**config.mk**
```make
export PLATFORM = sky130hd
export DESIGN_NAME = display_mux
export DESIGN_NICKNAME = d
export VERILOG_FILES = /design/src/rtl/display_mux.sv
export SDC_FILE = /design/constraint.sdc
export NUM_CORES = 1
export LEC_CHECK = 0
export ABC_AREA = 1
export CORE_UTILIZATION = 45
export CTS_BUF_LIST = sky130_fd_sc_hd__clkbuf_2 sky130_fd_sc_hd__clkbuf_4 sky130_fd_sc_hd__clkbuf_8
export CTS_CLUSTER_DIAMETER = 200
export DETAILED_ROUTE_END_ITERATION = 16
export PLACE_DENSITY = 0.72
export SLEW_MARGIN = 15
export SYNTH_ARGS = -nofsm -noshare
export SYNTH_HDL_FRONTEND = slang
export SYNTH_SLANG_ARGS = --single-unit
```
**constraint.sdc**
```tcl
create_clock -name clk -period 2.9 [get_ports clk]
set_clock_uncertainty 0.1 [all_clocks]
set_input_delay 0.435 -clock clk [delete_from_list [all_inputs] [get_ports clk]]
set_output_delay 0.435 -clock clk [all_outputs]
set_load 0.02 [all_outputs]
```
**src/rtl/display_mux.sv**
```systemverilog
// Time-multiplexes two synchronized hex digits onto one segment bus,
// with blanking gaps between digits and active-low anode enables.
module display_mux #(
  parameter int HOLD_CYCLES  = 24000,
  parameter int BLANK_CYCLES = 480,
  parameter int CNT_WIDTH    = 16
) (
  input  logic       clk,
  input  logic       reset,
  input  logic [3:0] s0,
  input  logic [3:0] s1,
  output logic [3:0] s,
  output logic       an0,
  output logic       an1,
  output logic       digit
);

  // Gray-coded so every legal transition flips one bit and the decoded
  // anode/digit outputs cannot glitch between states.
  typedef enum logic [1:0] {
    SHOW0  = 2'b00,
    BLANK0 = 2'b01,
    SHOW1  = 2'b11,
    BLANK1 = 2'b10
  } state_t;

  localparam logic [CNT_WIDTH-1:0] HOLD_LAST  = CNT_WIDTH'(HOLD_CYCLES - 1);
  localparam logic [CNT_WIDTH-1:0] BLANK_LAST = CNT_WIDTH'(BLANK_CYCLES - 1);

  state_t               state, state_next;
  logic [CNT_WIDTH-1:0] cnt, cnt_next, last;
  logic [3:0]           s0_meta, s0_sync, s1_meta, s1_sync, s_next;
  logic                 advance;

  always_ff @(posedge clk or negedge reset) begin
    if (!reset) begin
      s0_meta <= 4'h0;
      s0_sync <= 4'h0;
      s1_meta <= 4'h0;
      s1_sync <= 4'h0;
    end else begin
      s0_meta <= s0;
      s0_sync <= s0_meta;
      s1_meta <= s1;
      s1_sync <= s1_meta;
    end
  end

  always_ff @(posedge clk or negedge reset) begin
    if (!reset) begin
      state <= BLANK1;
      cnt   <= '0;
      s     <= 4'h0;
    end else begin
      state <= state_next;
      cnt   <= cnt_next;
      s     <= s_next;
    end
  end

  always_comb begin
    state_next = state;
    cnt_next   = cnt + CNT_WIDTH'(1);
    s_next     = s;
    last       = ((state == SHOW0) || (state == SHOW1)) ? HOLD_LAST : BLANK_LAST;
    advance    = (cnt >= last);
    if (advance) cnt_next = '0;
    case (state)
      SHOW0:  if (advance) state_next = BLANK0;
      BLANK0: if (advance) begin
        state_next = SHOW1;
        s_next     = s1_sync;
      end
      SHOW1:  if (advance) state_next = BLANK1;
      BLANK1: if (advance) begin
        state_next = SHOW0;
        s_next     = s0_sync;
      end
      default: begin
        state_next = BLANK1;
        cnt_next   = '0;
      end
    endcase
  end

  assign an0   = (state != SHOW0);
  assign an1   = (state != SHOW1);
  assign digit = (state == SHOW1) || (state == BLANK1);

endmodule
```
==> reports/qor.yml <==
sta:
  relSlewSlack_pct: 45.8
  setup_tns_ps: 0
  period_minus_slack_ps: 2620
  period_share_pct: 90.4
  drv_slew: 0
  max_freq_mhz: 381
  setup_viol: 0
  tightest_slew_ps: 813
  finalHoldViolCount: 0
  rsz0062_at_grt: "no"
cells_and_area:
  syn2layout_area_growth_pct: 18.4
  drive_gt1_share_pct: 10.2
  nNetsFinal: 243
  diodes: 0
clock_tree:
  cts_resized: 0
  cts_buffer_depth: 2
  cts_root_buf: "clkbuf_8"
  cts_hold_buf: 0
  clkSlewWorstSetupHoldPaths_ps: 80
  cts_setup_buffers: 0
  numCtsBuffers: 5
  cts_tree: "built"
  htreeDepth: 2
  clock_sinks: 38
  clkLatencyLatePin_ps: 290
floorplanning:
  dieArea_mm2: 0.00425
  start_util_pct: 48.0
  core_area_mm2: 0.00374
  dieHeight_um: 65.2
  pin_count: 17
  rows: 22
  die_w_um: 65.2
place:
  portBuffers: 16
  place_congestion: 0.830
  hpwlAfterDp_um: 2170
critical_path:
  critPathSlowestCell: "dfstp_2"
  crit_top_cell: "nand2_1"
  startpoint_type: "flop"
  path_class: "reg2reg"
  max_stage_delay_ps: 560
  cp_max_fo: 20
  cp_data_required_time_ps: 2980
  end_kind: "flop"
  cp_cell_sequence: "inv_1, ha_1, inv_2, ha_1, nand2_1, o21a_1, nand2_1, nand2_2, nand2_2, nand2_4, nand2_1, nand2_1"
  crit_arrival_ps: 2710
grt:
  grt_pass1_wl_um: 5350
  grt_pass1_vias: 1230
  track_usage_pct: 16.9
  gr-total-overflow: 0
  antenna_found_initial: 0
  grt_max_degree: 39
synthesis:
  ys_ff_latch: 38
  yosys_warnings: 0
  synth_cells: 205
  postSynthNetCount: 223
  synth_cell_type_count: 25
  avgSynthCellArea_um2: 8.77
  netlist_area_mm2: 0.00180
  yosysSeqAreaShare_pct: 53.0
run:
  drv_cap: 0
power_and_ir_drop:
  leakage_nw: 1.07
  p_sw_mw: 0.206
  swShare_pct: 18.7
  power_density_mw_per_mm2: 518
  pwr-share-seq_pct: 49.4
  p_int_mw: 0.896
  p_comb_share_pct: 2.1
  p_clk_share_pct: 48.5
  finalPower_mw: 1.10
  peakVddDrop_v: 0.000307
min_path:
  min_path_type: "in2async"
routing:
  wl_per_cell_um: 11.2
  first_pass_iters: 4
  initialDrtViolationCount: 77
  vias: 1288
  drc: 0
  wl_um: 3060
  ant_nets: 0
  vias_per_cell: 4.70
run_status:
  outcome: "complete, no violations"
==> worst max-delay path, delay by kind of cell (launching register included) <==
kind                       cells  cell delay, ps
and+or+nand+nor                7             830
adders and majority gates      2             700
AOI/OAI and AO/OA              1             190
DFF                            1             560
buffers and inverters          2             150
==> path summary, 6_finish.rpt <==
kind | depth (start not counted) | slack [ps] | end | from
max | 12 | 280 | s[0] | state[1]
max reg2reg | 12 | 280 | s[0] | state[1]
min reg2reg | 0 | 250 | s1_sync[2] | s1_meta[2]
max in group asynchronous | 1 | 2060 | cnt[10] | reset
min | 1 | 130 | s1_meta[3] | reset
min in group clk | 0 | 250 | s1_sync[2] | s1_meta[2]
==> area by class of cell <==
cell class                      count  area, um2
Fill cell                         335       1610
Sequential cell                    38        952
Multi-Input combinational cell    142        742
Timing Repair Buffer               16        155
Inverter                           22       82.6
Clock buffer                        5       68.8
Clock inverter                      3       68.8
Tap cell                           48       60.1
==> metrics by stage <==
stage	hold slack [ps]	utilization [%]	setup WS, ps	cells	instance area (um2)
2_1_floorplan	39.4	-	657	205	1800
3_3_place_gp	232	53.2	348	266	1990
3_5_place_dp	237	53.2	301	266	1990
4_1_cts	152	56.9	283	274	2130
5_1_grt	185	56.9	119	274	2130
6_report	134	56.9	278	274	2130
==> synthesized netlist by cell type (all sizes together) <==
library cell | number | area share [%]
nand2 | 64 | 14
dfrtp | 37 | 51
nor2 | 33 | 7.7
inv | 22 | 4.6
nand3 | 14 | 3.9
ha | 8 | 5.6
nand4 | 5 | 1.7
xor2 | 5 | 2.4
a21oi | 4 | 1.7
nor3 | 4 | 1.9
buf | 3 | 1.2
dfstp | 1 | 1.5
nand3b | 1 | 0.42
o211ai | 1 | 0.42
o21a | 1 | 0.42
o21ai | 1 | 0.28
xnor2 | 1 | 0.49
==> sequential cells by signal (all words and copies together), names as in the netlist <==
signal	cells
cnt	16
s	4
s0_meta	4
s0_sync	4
s1_meta	4
s1_sync	4
state	2
==> power by group through the flow <==
stage	combinational, mW	clock [mW]	sequential, mW
2_1_floorplan	0.00215	0	0.553
3_3_place_gp	0.0234	0	0.554
3_5_place_dp	0.0239	0	0.555
4_1_cts	0.0240	0.546	0.544
5_1_grt	0.0261	0.572	0.545
6_report	0.0230	0.535	0.544
==> layout by cell type, fill, tap and decap left out, drive strengths merged <==
master and n:
nand3 14, clkdlybuf4s50 15, o211ai 1, nor3 4
o21ai 1, xor2 5, clkbuf 5, nand4 5
xnor2 1, dfrtp 37, ha 8, dfstp 1
nand2 64, clkinv 1, buf 1, o21a 1
nand3b 1, nor2 33, inv 22, bufinv 2
a21oi 4
==> logic make-up after synthesis <==
logic type                 share of synthesized area (%)
xor gates and xnor gates                            2.92
DFF                                                 53.0
buffers and inverters                               5.78
AOI/OAI and AO/OA                                   2.85
adders and majority gates                           5.57
and+or+nand+nor                                     29.9
==> layer usage <==
metal / routed length, um / track usage (%) / up-vias
li1: - / - / 677
met1: 1590 / 22.4 / 583
met2: 1310 / 25.9 / 23
met3: 106 / 4.69 / 5
met4: 57 / 7.34 / 0
met5: 0 / 0 / -
Note: power is estimated with default switching activity, not from simulation.
